--- config.mk ---
export PLATFORM = sky130hd
export DESIGN_NAME = multicore_sched
export DESIGN_NICKNAME = d
export VERILOG_FILES = /design/src/rtl/multicore_sched.sv
export SDC_FILE = /design/constraint.sdc
export NUM_CORES = 1
export LEC_CHECK = 0
export CORE_AREA = 2 2 555 557
export CTS_BUF_LIST = sky130_fd_sc_hd__clkbuf_4
export CTS_CLUSTER_SIZE = 28
export DETAILED_ROUTE_END_ITERATION = 12
export DIE_AREA = 0 0 557 559
export PLACE_DENSITY_LB_ADDON = 0.15
export SLEW_MARGIN = 20
export SYNTH_ARGS = -nofsm -noshare
export SYNTH_HDL_FRONTEND = slang
export SYNTH_SLANG_ARGS = --single-unit
--- constraint.sdc ---
create_clock -name clk -period 7.3 [get_ports clk]
set_input_delay 0.73 -clock clk [delete_from_list [all_inputs] [get_ports clk]]
set_output_delay 0.73 -clock clk [all_outputs]
set_load 0.01 [all_outputs]
--- src/rtl/multicore_sched.sv ---
// Staggered reset release for a bank of identical cores plus a one-deep output arbiter.
// Define MC_RR_ARB_EN for round-robin grants; otherwise the lowest requesting index wins.
module multicore_sched #(
    parameter int NCORES  = 39,
    parameter int DW      = 32,
    parameter int STAGGER = 825,
    parameter int CNTW    = 16
) (
    input  logic                   clk,
    input  logic                   rst,
    input  logic                   start,
    input  logic                   halt,
    output logic [NCORES-1:0]      core_rst,
    input  logic [2*NCORES-1:0]    core_out_en,
    input  logic [DW*NCORES-1:0]   core_io_out,
    output logic [DW-1:0]          io_out,
    output logic [1:0]             out_en,
    output logic                   all_up,
    output logic                   collide,
    output logic [CNTW-1:0]        coll_cnt
);
    localparam int IW = (NCORES > 1) ? $clog2(NCORES) : 1;
    localparam int SW = (STAGGER > 1) ? $clog2(STAGGER) : 1;

    typedef enum logic [1:0] {IDLE, RELEASE, RUN} state_t;

    state_t                  state;
    logic [IW-1:0]           idx;
    logic [SW-1:0]           cnt;
    logic [NCORES-1:0]       req;
    logic [NCORES-1:0][DW-1:0] core_data;
    logic [IW-1:0]           gnt;
    logic                    gvld;
    logic                    multi;

    assign core_data = core_io_out;

    // A core still held in reset never competes, whatever its strobe says.
    for (genvar k = 0; k < NCORES; k++) begin : g_req
        assign req[k] = (core_out_en[2*k +: 2] == 2'b01) & ~core_rst[k];
    end

    assign multi = $countones(req) > 1;

    always_ff @(posedge clk or negedge rst) begin
        if (!rst) begin
            state    <= IDLE;
            idx      <= '0;
            cnt      <= '0;
            core_rst <= '1;
            all_up   <= 1'b0;
        end else if (halt) begin
            state    <= IDLE;
            idx      <= '0;
            cnt      <= '0;
            core_rst <= '1;
            all_up   <= 1'b0;
        end else begin
            case (state)
                IDLE: if (start) begin
                    state       <= RELEASE;
                    core_rst[0] <= 1'b0;
                    idx         <= '0;
                    cnt         <= '0;
                end
                RELEASE: begin
                    // Last core already out of reset: one settling edge, then RUN.
                    if (idx == IW'(NCORES - 1)) begin
                        state  <= RUN;
                        all_up <= 1'b1;
                    end else if (cnt == SW'(STAGGER - 1)) begin
                        cnt               <= '0;
                        idx               <= idx + 1'b1;
                        core_rst[idx + 1'b1] <= 1'b0;
                    end else begin
                        cnt <= cnt + 1'b1;
                    end
                end
                RUN:     all_up <= 1'b1;
                default: state  <= IDLE;
            endcase
        end
    end

`ifdef MC_RR_ARB_EN
    logic [IW-1:0] ptr;

    always_comb begin
        int k;
        gnt  = '0;
        gvld = 1'b0;
        for (int i = 0; i < NCORES; i++) begin
            k = i + int'(ptr);
            if (k >= NCORES) k = k - NCORES;
            if (!gvld && req[k]) begin
                gvld = 1'b1;
                gnt  = IW'(k);
            end
        end
    end

    always_ff @(posedge clk or negedge rst) begin
        if (!rst)
            ptr <= '0;
        else if (gvld)
            ptr <= (gnt == IW'(NCORES - 1)) ? '0 : gnt + 1'b1;
    end
`else
    always_comb begin
        gnt  = '0;
        gvld = 1'b0;
        for (int i = NCORES - 1; i >= 0; i--) begin
            if (req[i]) begin
                gvld = 1'b1;
                gnt  = IW'(i);
            end
        end
    end
`endif

    // Losing requests are dropped; io_out keeps its last value on idle cycles.
    always_ff @(posedge clk or negedge rst) begin
        if (!rst) begin
            io_out   <= '0;
            out_en   <= 2'b00;
            collide  <= 1'b0;
            coll_cnt <= '0;
        end else begin
            out_en  <= gvld ? 2'b01 : 2'b00;
            collide <= multi;
            if (gvld)
                io_out <= core_data[gnt];
            if (multi && (coll_cnt != '1))
                coll_cnt <= coll_cnt + 1'b1;
        end
    end
endmodule

==> flow_summary.html <==
<table>
<tr><th>Metric</th><th>Value</th></tr>
<tr><th colspan="2">Worst setup path</th></tr>
<tr><td>Crit path required time</td><td>7920 ps</td></tr>
<tr><td>Worst Path Max Fanout</td><td>4</td></tr>
<tr><td>Critical path endpoint category</td><td>flop</td></tr>
<tr><td>Worst Setup Start Kind</td><td>input port</td></tr>
<tr><td>Setup slack on the worst flop-to-flop path</td><td>340 ps</td></tr>
<tr><td>Most frequent CP cell</td><td>sky130_fd_sc_hd__fa_1</td></tr>
<tr><td>Library cell contributing the largest single delay on the critical path</td><td>sky130_fd_sc_hd__fa_1</td></tr>
<tr><td>Worst path max stage delay</td><td>630 ps</td></tr>
<tr><td>Data arrival at the endpoint of the critical path</td><td>7620 ps</td></tr>
<tr><td>Path type of the worst setup path</td><td>in -&gt; reg</td></tr>
<tr><td>Cell breakdown of the critical path</td><td>clkdlybuf4s50_1 &gt; nor3b_1 &gt; inv_1 &gt; fa_1 &gt; fa_1 &gt; fa_1 &gt; fa_1 &gt; fa_1 &gt; fa_1 &gt; fa_1 &gt; fa_2 &gt; fa_2 &gt; mux2i_1 &gt; nor4b_2 &gt; buf_4 &gt; a21oi_4 &gt; nand4_1 &gt; or3_4 &gt; nor3_4 &gt; xor2_1</td></tr>
<tr><th colspan="2">Logic synthesis</th></tr>
<tr><td>Synth Area in Compound Gates</td><td>15.29%</td></tr>
<tr><td>Async set-or-reset flop fraction in the synthesized netlist</td><td>100.0%</td></tr>
<tr><td>Count of mapped cells out of synthesis</td><td>2860</td></tr>
<tr><td>Commonest register cell after synthesis</td><td>sky130_fd_sc_hd__dfrtp_1</td></tr>
<tr><td>Total of warnings raised by yosys</td><td>0</td></tr>
<tr><td>Synthesized area divided by synthesized cell count</td><td>6.100 um^2</td></tr>
<tr><td>Number of synthesized register bits</td><td>108</td></tr>
<tr><td>Fraction of the mapped netlist area in simple logic gates</td><td>49.26%</td></tr>
<tr><td>Count of unique library cells instantiated by Yosys</td><td>63</td></tr>
<tr><td>Net count after synthesis</td><td>4236</td></tr>
<tr><td>Fraction of synthesized area in multiplexers</td><td>6.046%</td></tr>
<tr><td>Post-Synth Adder-Cell Area</td><td>4.590%</td></tr>
<tr><td>Sequential-to-total area share from yosys stat</td><td>15.77%</td></tr>
<tr><td>Yosys top cell area share</td><td>23.71%</td></tr>
<tr><td>Post-synth EDFFs</td><td>0</td></tr>
<tr><td>Mapped Area</td><td>17450 um^2</td></tr>
<tr><td>Post-synthesis cell type with the largest combined area</td><td>sky130_fd_sc_hd__nand2_1</td></tr>
<tr><td>Largest cells by area after synthesis</td><td>sky130_fd_sc_hd__nand2_1, sky130_fd_sc_hd__nand3_1, sky130_fd_sc_hd__dfrtp_1</td></tr>
<tr><td>Main combinational cell family by area after synthesis</td><td>simple AND/OR/NAND/NOR gates</td></tr>
<tr><td>Post-synthesis share of cell area spent on xor and xnor gates</td><td>1.054%</td></tr>
<tr><th colspan="2">Flow run</th></tr>
<tr><td>Number of maximum-capacitance violations</td><td>0</td></tr>
<tr><th colspan="2">Routing</th></tr>
<tr><td>Detailed-route wire length</td><td>246200 um</td></tr>
<tr><td>Vias after detailed routing</td><td>27.56k</td></tr>
<tr><td>Post-detailed-route DRC marker count</td><td>0</td></tr>
<tr><td>Via count normalized by instance count</td><td>3.315</td></tr>
<tr><td>Initial drt markers</td><td>1752</td></tr>
<tr><td>Residual antenna-violating net count after detailed routing</td><td>0</td></tr>
<tr><td>Total iterations of the first detailed-routing run</td><td>5</td></tr>
<tr><td>Drt wl/cell</td><td>29.61 um</td></tr>
<tr><th colspan="2">Placement</th></tr>
<tr><td>Count of input and output buffers</td><td>1419</td></tr>
<tr><td>Final GP Congestion</td><td>0.8363</td></tr>
<tr><td>Post-placement setup slack</td><td>-1071 ps</td></tr>
<tr><td>Number of cells after detailed placement</td><td>8260</td></tr>
<tr><td>Detailed-placement wirelength estimate</td><td>218000 um</td></tr>
<tr><th colspan="2">Finish</th></tr>
<tr><td>Most common cell after layout, fill and taps aside</td><td>sky130_fd_sc_hd__clkdlybuf4s50_1</td></tr>
<tr><td>Final standard cell utilization of the core</td><td>12.21%</td></tr>
<tr><td>Cell Count, Final, Fillers Out</td><td>8314</td></tr>
<tr><td>Top library cells by usage in the layout, fill and taps aside</td><td>sky130_fd_sc_hd__clkdlybuf4s50_1, sky130_fd_sc_hd__nand2_1, sky130_fd_sc_hd__nand3_1, sky130_fd_sc_hd__buf_4, sky130_fd_sc_hd__nor2_1</td></tr>
<tr><td>Area overhead of the layout relative to synthesis</td><td>113.5%</td></tr>
<tr><td>Share of post-route cells with drive strength above 1</td><td>6.344%</td></tr>
<tr><td>Filler Cell Count</td><td>35.62k</td></tr>
<tr><td>Count of nets after finishing</td><td>5548</td></tr>
<tr><th colspan="2">Timing</th></tr>
<tr><td>Worst setup skew after layout</td><td>83.53 ps</td></tr>
<tr><td>RSZ-0062 raised after global routing</td><td>false</td></tr>
<tr><td>Final-report hold violation count</td><td>0</td></tr>
<tr><td>Final Setup Violations</td><td>0</td></tr>
<tr><td>Max frequency</td><td>0.1429 GHz</td></tr>
<tr><td>Least setup slack across all paths after layout</td><td>301.2 ps</td></tr>
<tr><td>Worst-margin pin slew</td><td>1088 ps</td></tr>
<tr><td>Shortest clock period the worst path allows after layout</td><td>6999 ps</td></tr>
<tr><td>Max-slew violation count</td><td>0</td></tr>
<tr><td>Worst slew margin</td><td>27.10%</td></tr>
<tr><td>Part of the cycle the worst path needs</td><td>95.87%</td></tr>
<tr><td>Worst hold margin</td><td>511.2 ps</td></tr>
<tr><th colspan="2">Die</th></tr>
<tr><td>Die X</td><td>557 um</td></tr>
<tr><td>Die extent in y</td><td>559 um</td></tr>
<tr><td>Die Area</td><td>311400 um^2</td></tr>
<tr><td>Row cnt</td><td>203</td></tr>
<tr><td>Core footprint</td><td>305000 um^2</td></tr>
<tr><td>Number of primary I/O pins</td><td>1421</td></tr>
<tr><td>Starting density of the core</td><td>5.719%</td></tr>
<tr><th colspan="2">Clock tree</th></tr>
<tr><td>Level count of the clock H-tree</td><td>3</td></tr>
<tr><td>Clock-pin slew on the worst setup and hold paths</td><td>170 ps</td></tr>
<tr><td>Sinks on Clock Net</td><td>108</td></tr>
<tr><td>Buffer levels on the longest clock path</td><td>2</td></tr>
<tr><td>CTS buffer count</td><td>9</td></tr>
<tr><td>TritonCTS clock tree</td><td>built</td></tr>
<tr><td>Clock network latency to the later pin of the worst-skew pair</td><td>750 ps</td></tr>
<tr><td>Clock Root Buffer</td><td>sky130_fd_sc_hd__clkbuf_4</td></tr>
<tr><th colspan="2">Global routing</th></tr>
<tr><td>Vias in the first global route</td><td>28.48k</td></tr>
<tr><td>Wire length of the first global-routing pass</td><td>307600 um</td></tr>
<tr><td>Largest net degree at the start of global routing</td><td>75</td></tr>
<tr><td>Antenna violations before repair</td><td>162</td></tr>
<tr><td>Leftover overflow at the end of global routing</td><td>0</td></tr>
<tr><td>Global-route usage over all layers</td><td>15.18%</td></tr>
<tr><th colspan="2">Pwr</th></tr>
<tr><td>Maximum resistive drop on vdd</td><td>0.08846 mV</td></tr>
<tr><td>Power per cell area</td><td>84.85 nW/um^2</td></tr>
<tr><td>Overall power consumption</td><td>3.160 mW</td></tr>
<tr><td>Standby leakage power</td><td>13.28 nW</td></tr>
<tr><th colspan="2">Status</th></tr>
<tr><td>Run status</td><td>finished clean</td></tr>
<tr><th colspan="2">Worst hold path</th></tr>
<tr><td>Worst Hold Class</td><td>reg -&gt; reg</td></tr>
</table>
repair_timing:
item / in CTS / in global routing
hold buffers: 1 / 0
hold endpoints to repair: 21 / 0
pin swaps: 2 / 10
buffers inserted: 0 / 0
setup endpoints to repair: 15 / 15
resized for setup: 8 / 10
cells by family (layout without fill, tap and decap cells):
logic type	after synthesis	in the layout
mux	100	100
flops	108	108
xor+xnor	21	21
simple gates	1921	1921
fa+ha+maj	46	46
compound gates	357	357
other cells	1	38
buf+inv	306	1623
cell usage after synthesis (all sizes together) (2+ instances only):
cell,number
a32oi,65
buf,128
a221oi,32
a21o,40
o21ai,29
nor3b,25
a21oi,45
mux2,33
fa,30
o22ai,2
a221o,31
xor2,11
dfstp,39
and4,32
xnor2,10
a31oi,63
clkbuf,116
dfrtp,69
nor2,81
nand3,498
nor3,21
o31ai,3
a311oi,33
and3,65
nor2b,6
nand4,11
inv,62
and2,6
or2,4
or3b,15
mux2i,66
nand2b,10
ha,16
nor4,6
a211oi,4
nand2,1102
or3,35
worst max-delay path: cells and delay by family:
kind / cells / cell delay [ps]
AO/OA/AOI/OAI: 1 / 160
XOR/XNOR: 1 / 150
adder cells (fa/ha/maj): 9 / 4410
buffers and inverters: 3 / 790
multiplexers: 1 / 180
AND/OR/NAND/NOR: 5 / 1190
path summary, 6_finish.rpt:
check / start / end / depth (start not counted)
max: core_out_en[10] / coll_cnt[15] / 20
max in group asynchronous: rst / state[0] / 3
min in group asynchronous: rst / coll_cnt[10] / 2
min: coll_cnt[15] / coll_cnt[15] / 1
min reg2reg: coll_cnt[15] / coll_cnt[15] / 1
max reg2reg: core_rst[23] / coll_cnt[15] / 20
layout make-up:
type	count	area, um^2	area share (%)
clock inverter	7	66.31	0.1781
clock buffer	9	67.56	0.1814
sequential	108	2751	7.389
antenna	37	92.59	0.2486
timing repair buffer	1545	15400	41.36
inverter	62	232.7	0.6250
tap	4100	5130	13.78
multi-input combinational	2446	13490	36.24
routing by layer:
layer,vias up,global-route usage (%),wire length [um]
met5,-,0,636
met4,100,1.535,2249
met3,220,5.653,25040
met2,1281,25.31,114100
met1,13325,19.02,104100
li1,12631,-,-
per-stage QoR:
step	area [um^2]	TNS, ps
floorplan	17450	0
global placement	36920	-16210
detailed placement	36920	-15330
CTS	37100	0
global route	37170	0
finish	37240	0
registers in the layout, indices dropped and copies added, names as in the netlist:
register / cells
all_up: 1
state: 2
cnt: 10
io_out: 32
core_rst: 39
coll_cnt: 16
out_en: 1
collide: 1
idx: 6
where the power goes:
group	internal, mW	switching (mW)
Sequential	0.675	0.0744
Combinational	0.993	1.03
Clock	0.0781	0.310
Power figures use the tool's default switching activity.
